`src/rtl/game_pkg.sv`:
```
// Shared definitions for the colour-sequence game: colour codes, button FSM
// states and small one-hot helpers used by the input stage and later stages.
package game_pkg;

  localparam logic [1:0] COL_0 = 2'b00;
  localparam logic [1:0] COL_1 = 2'b01;
  localparam logic [1:0] COL_2 = 2'b10;
  localparam logic [1:0] COL_3 = 2'b11;

  typedef enum logic [1:0] {
    ST_IDLE       = 2'd0,
    ST_PRESS_DB   = 2'd1,
    ST_HELD       = 2'd2,
    ST_RELEASE_DB = 2'd3
  } btn_state_t;

  function automatic logic is_onehot4(input logic [3:0] v);
    return (v != 4'd0) && ((v & (v - 4'd1)) == 4'd0);
  endfunction

  function automatic logic [1:0] onehot_idx(input logic [3:0] v);
    logic [1:0] idx;
    case (v)
      4'b0010: idx = COL_1;
      4'b0100: idx = COL_2;
      4'b1000: idx = COL_3;
      default: idx = COL_0;
    endcase
    return idx;
  endfunction

endpackage

```
`src/rtl/btn_sync.sv`:
```
// Two-flop synchroniser for asynchronous inputs; free-running, cleared by reset.
module btn_sync #(
  parameter int DATA_W = 4
) (
  input  logic              clk,
  input  logic              rst,
  input  logic [DATA_W-1:0] d,
  output logic [DATA_W-1:0] q
);

  logic [DATA_W-1:0] sync_p0;
  logic [DATA_W-1:0] sync_p1;

  always_ff @(posedge clk) begin
    if (!rst) begin
      sync_p0 <= '0;
      sync_p1 <= '0;
    end else begin
      // stage p0 -> p1 boundary
      sync_p0 <= d;
      sync_p1 <= sync_p0;
    end
  end

  assign q = sync_p1;

endmodule

```
`src/rtl/button_input.sv`:
```
// Button front end: synchronise, debounce and one-hot-check four buttons and
// emit one registered colour strobe per clean press-and-release.
module button_input
  import game_pkg::*;
#(
  parameter int DEBOUNCE_CYCLES = 16,
  parameter int CNT_W           = $clog2(DEBOUNCE_CYCLES + 1)
) (
  input  logic       clk,
  input  logic       rst,
  input  logic       en,
  input  logic [3:0] btn,
  output logic       colour_in,
  output logic [1:0] colour_val,
  output logic       busy
);

  localparam logic [CNT_W-1:0] CNT_MAX  = CNT_W'(DEBOUNCE_CYCLES);
  localparam logic [CNT_W-1:0] CNT_LAST = CNT_W'(DEBOUNCE_CYCLES - 1);
  localparam logic [CNT_W-1:0] CNT_ONE  = CNT_W'(1);

  logic [3:0]       btn_s;
  btn_state_t       state;
  logic [1:0]       cand;
  logic [CNT_W-1:0] cnt;
  logic [3:0]       cand_mask;

  function automatic logic [CNT_W-1:0] sat_inc(input logic [CNT_W-1:0] c);
    return (c >= CNT_MAX) ? CNT_MAX : c + CNT_ONE;
  endfunction

  btn_sync #(
    .DATA_W(4)
  ) u_sync (
    .clk (clk),
    .rst (rst),
    .d   (btn),
    .q   (btn_s)
  );

  assign cand_mask = 4'b0001 << cand;

  always_ff @(posedge clk) begin
    if (!rst) begin
      state      <= ST_IDLE;
      cand       <= COL_0;
      cnt        <= '0;
      colour_in  <= 1'b0;
      colour_val <= COL_0;
      busy       <= 1'b0;
    end else begin
      colour_in <= 1'b0;
      if (!en) begin
        state <= ST_IDLE;
        cnt   <= '0;
        busy  <= 1'b0;
      end else begin
        case (state)
          ST_IDLE: begin
            if (is_onehot4(btn_s)) begin
              cand  <= onehot_idx(btn_s);
              cnt   <= CNT_ONE;
              state <= ST_PRESS_DB;
              busy  <= 1'b1;
            end
          end
          ST_PRESS_DB: begin
            if (btn_s == cand_mask) begin
              cnt <= sat_inc(cnt);
              // strobe in the same edge the count reaches the threshold
              if (cnt == CNT_LAST) begin
                state      <= ST_HELD;
                colour_in  <= 1'b1;
                colour_val <= cand;
              end
            end else begin
              state <= ST_IDLE;
              cnt   <= '0;
              busy  <= 1'b0;
            end
          end
          ST_HELD: begin
            if (btn_s == 4'd0) begin
              cnt   <= CNT_ONE;
              state <= ST_RELEASE_DB;
            end
          end
          ST_RELEASE_DB: begin
            if (btn_s == 4'd0) begin
              cnt <= sat_inc(cnt);
              if (cnt == CNT_LAST) begin
                state <= ST_IDLE;
                busy  <= 1'b0;
              end
            end else begin
              state <= ST_HELD;
            end
          end
          default: begin
            state <= ST_IDLE;
            busy  <= 1'b0;
          end
        endcase
      end
    end
  end

endmodule

```
`config.mk`:
```
export PLATFORM = sky130hd
export DESIGN_NAME = button_input
export DESIGN_NICKNAME = d
export VERILOG_FILES = /design/src/rtl/game_pkg.sv /design/src/rtl/btn_sync.sv /design/src/rtl/button_input.sv
export SDC_FILE = /design/constraint.sdc
export NUM_CORES = 1
export LEC_CHECK = 0
export BUFFER_PORTS_ARGS = -buffer_cell sky130_fd_sc_hd__buf_2
export CAP_MARGIN = 10
export CORE_UTILIZATION = 30
export DETAILED_ROUTE_END_ITERATION = 12
export GPL_TIMING_DRIVEN = 1
export SYNTH_ARGS = -nofsm -noshare
export SYNTH_HDL_FRONTEND = slang
export SYNTH_SLANG_ARGS = --single-unit
```
`constraint.sdc`:
```
create_clock -name clk -period 2.7 [get_ports clk]
set_input_delay 0.54 -clock clk [delete_from_list [all_inputs] [get_ports clk]]
set_output_delay 0.54 -clock clk [all_outputs]
set_load 0.01 [all_outputs]
```
==> metrics.txt <==
Setup Skew=between 3 and 4 ps; first-pass GRT wire length=around 4.0 mm; clk slew on worst S/H paths=about 80 ps; Unique masters post-synth=41; top post-synthesis cells by area=dfxtp_1, and2_1, nor2_1, ha_1, nand2_1; Post-synth EDFFs=0; Synth top area share=around 38%; Core ar.=~3400 um^2; Post-CTS Setup Inserts=0; Internal Power=around 460 uW; Final WS setup=between 300 and 400 ps; sequential share of power=around 54%; number of global-route vias before repair=902; initial antenna violation count=0; fin. max-slew vios=0; Hold Crit Start=u_sync.sync_p0[3]$_SDFF_PN0_; Worst VDD drop=0.0003336 V; status=finished, final reports clean; fin nets=~150; RSZ-0062 raised after global routing=no; RR Startpoint=u_sync.q[3]$_SDFF_PN0_; crit path DAT=~2500 ps; critical path cell sequence=xnor2_1 > o211ai_1 > a21oi_1 > o2bb2ai_1 > a2111oi_0; mapped cell area=~1100 um^2; Final Setup Violations=0; Clk pwr share=roughly 33%; adder-cell share of the synthesized area=roughly 3.4%; H-tree levels=1; DRC=0; top_reg_cell synth=dfxtp_1; most frequent cell after synthesis=dfxtp_1; MaxCap Viol Count=0; drt first-iter violations=57; die area=3981 um^2; combinational share of power=about an eighth; clk_lat worst skew=260 ps; post-synth top area cell=dfxtp_1; Final Wtd Congestion=about 0.79; Async SR Flop Fraction=0%; WS Path Type=register to register; Hold Path Class=register to register; Max-slew headroom=about two fifths; switching pwr=roughly 170 uW; mux contribution to synthesized area=0%; Ys Warns=0; Peak Freq=roughly 430 MHz; worst path required time=2840 ps; clk buf depth=2; CTS tree=done; Die Y=between 60 and 70 um; Initial Util=32.53%; Worst setup EP type=register; total grt overflow=0; flops & latches, synth=21; Layout Area Growth over Synthesis=10.39%; Sink Count=21; FP Rows=21; # diodes=0; Pleak=0.4658 nW; CTS Hold Bufs=0; top post-synthesis cells by count=dfxtp_1, nor2_1, and2_1, nand2_1, inv_1; Slew @ Worst Pin=between 900 and 1000 ps; Top Ports=11; Worst R2R End=state[1]$_SDFFE_PN0P_; cts bufs inserted=3; pin count of the biggest net entering global routing=17; simple-gate portion of the synthesized area=between 20% and 30%; Pre-antenna DRT Iters=4; Pwr per Cell Area=509.5 nW/um^2; Final min period=around 2300 ps; CP max-delay cell=a21oi_1; WL/cell=~12 um; hpwl dp=1.586 mm; Seq/Total Area, Yosys=approximately 38%; Hold Path Sink=u_sync.q[3]$_SDFF_PN0_; Mapped Cells=about 130; worst hold path depth=1; pre-CTS WS=435.7 ps; Worst Path Max Fanout=13; Setup crit start kind=register; clock root buffer=clkbuf_8; Sw Share=between 20% and 30%; mean cell area of the mapped netlist=between 8 and 9 um^2; I/O Buffers=10; total negative slack=0 ps; share of cells above drive strength 1=approximately 13%; Post-Synth XOR/XNOR Area=approximately 2.3%; CP peak stage delay=720 ps; Post-CTS Resized=0; Tot GR Track Use=approximately an eighth; Syn Nets=approximately 140; flop-to-flop setup slack=390 ps; Routed Wire Length=about 2.2 mm; final design utilization=approximately 36%; Die X=about 63 um; main combinational cell family by area after synthesis=compound AO/OA/AOI/OAI gates; r2r worst-path depth=5; Tcrit/Tclk final=a little under nine tenths; final hold violations=0; vias after detailed routing=960; Via-to-Cell Ratio=~5.3; Routed Antenna Nets=0; Compound-Gate Fraction of Synth Area=between 20% and 30%
-- metal layers --
metal / vias to the layer above / part of all wire [%] / track usage (%)
li1: 483 / - / -
met1: 459 / 45 / 14.93
met2: 16 / 51 / 20.97
met3: 2 / 4.1 / 3.623
met4: 0 / 0.28 / 2.616
met5: - / 0 / 0
-- power by group through the flow --
stage / combinational (mW) / sequential, mW / clock (mW)
floorplan: 0.0729 / 0.335 / 0
global placement: 0.0784 / 0.345 / 0
detailed placement: 0.0810 / 0.347 / 0
CTS: 0.0815 / 0.339 / 0.214
global route: 0.0922 / 0.342 / 0.226
finish: 0.0812 / 0.339 / 0.210
-- cells by family after synthesis --
logic type	Yosys count
xor+xnor	3
buf+inv	16
flops	21
simple gates	51
fa+ha+maj	3
compound gates	37
-- flip-flops by register name, indices dropped and copies added, names as in the netlist --
signal	flops
busy	1
cand	2
cnt	5
colour_in	1
colour_val	2
state	2
u_sync.q	4
u_sync.sync_p0	4
-- metrics by stage --
| step | power [mW] | cell area, um^2 | cells | hold slack [ps] |
|---|---|---|---|---|
| 5_1_grt | 0.6603 | 1236 | 182 | 452.0 |
| 6_report | 0.6299 | 1236 | 182 | 436.7 |
| 3_5_place_dp | 0.4276 | 1190 | 178 | 421.4 |
| 3_3_place_gp | 0.4238 | 1190 | 178 | 415.7 |
| 2_1_floorplan | 0.4076 | 1120 | 131 | 411.9 |
| 4_1_cts | 0.6349 | 1236 | 182 | 441.9 |
-- layout make-up --
cell class	instances	area, um^2
multi-input cells	94	635.6
clock inverters	1	5.005
clock buffers	3	41.29
fillers	373	2206
well taps	46	57.56
inverters	7	26.28
repair buffers	10	50.05
flip-flops and latches	21	420.4
-- worst max-delay path: cells and delay by family (launching register included) --
kind	cells	cell delay, ps
flops	1	570
compound gates	4	1420
xor+xnor	1	200
-- cells in the final DEF, fill, tap and decap left out, types with 2 or more instances in the layout --
| cell type | count |
|---|---|
| dfxtp_1 | 21 |
| nor2_1 | 13 |
| buf_2 | 10 |
| and2_1 | 9 |
| nand2_1 | 9 |
| inv_1 | 7 |
| a21oi_1 | 5 |
| o21ai_0 | 5 |
| or3b_1 | 3 |
| o211ai_1 | 3 |
| a31oi_1 | 3 |
| nor3_1 | 3 |
| a311o_1 | 3 |
| nand3_1 | 3 |
| ha_1 | 3 |
| clkbuf_8 | 3 |
| and3_1 | 2 |
| or3_1 | 2 |
| nor3b_1 | 2 |
| o21ai_1 | 2 |
| a31o_1 | 2 |
| xor2_1 | 2 |
| o2bb2ai_1 | 2 |
-- how the worst max path moves through the flow --
stage	from	endpoint	slack [ps]	depth (start not counted)
6_report	u_sync.q[3]$_SDFF_PN0_	state[1]$_SDFFE_PN0P_	390	5
5_1_grt	u_sync.q[3]$_SDFF_PN0_	state[1]$_SDFFE_PN0P_	40	5
4_1_cts	u_sync.q[3]$_SDFF_PN0_	state[1]$_SDFFE_PN0P_	410	5
3_5_place_dp	u_sync.q[3]$_SDFF_PN0_	state[1]$_SDFFE_PN0P_	440	5
3_3_place_gp	u_sync.q[1]$_SDFF_PN0_	cnt[1]$_SDFFE_PN0P_	550	5
2_1_floorplan	u_sync.q[1]$_SDFF_PN0_	cnt[1]$_SDFFE_PN0P_	830	5
(Power assumes the default switching activity.)
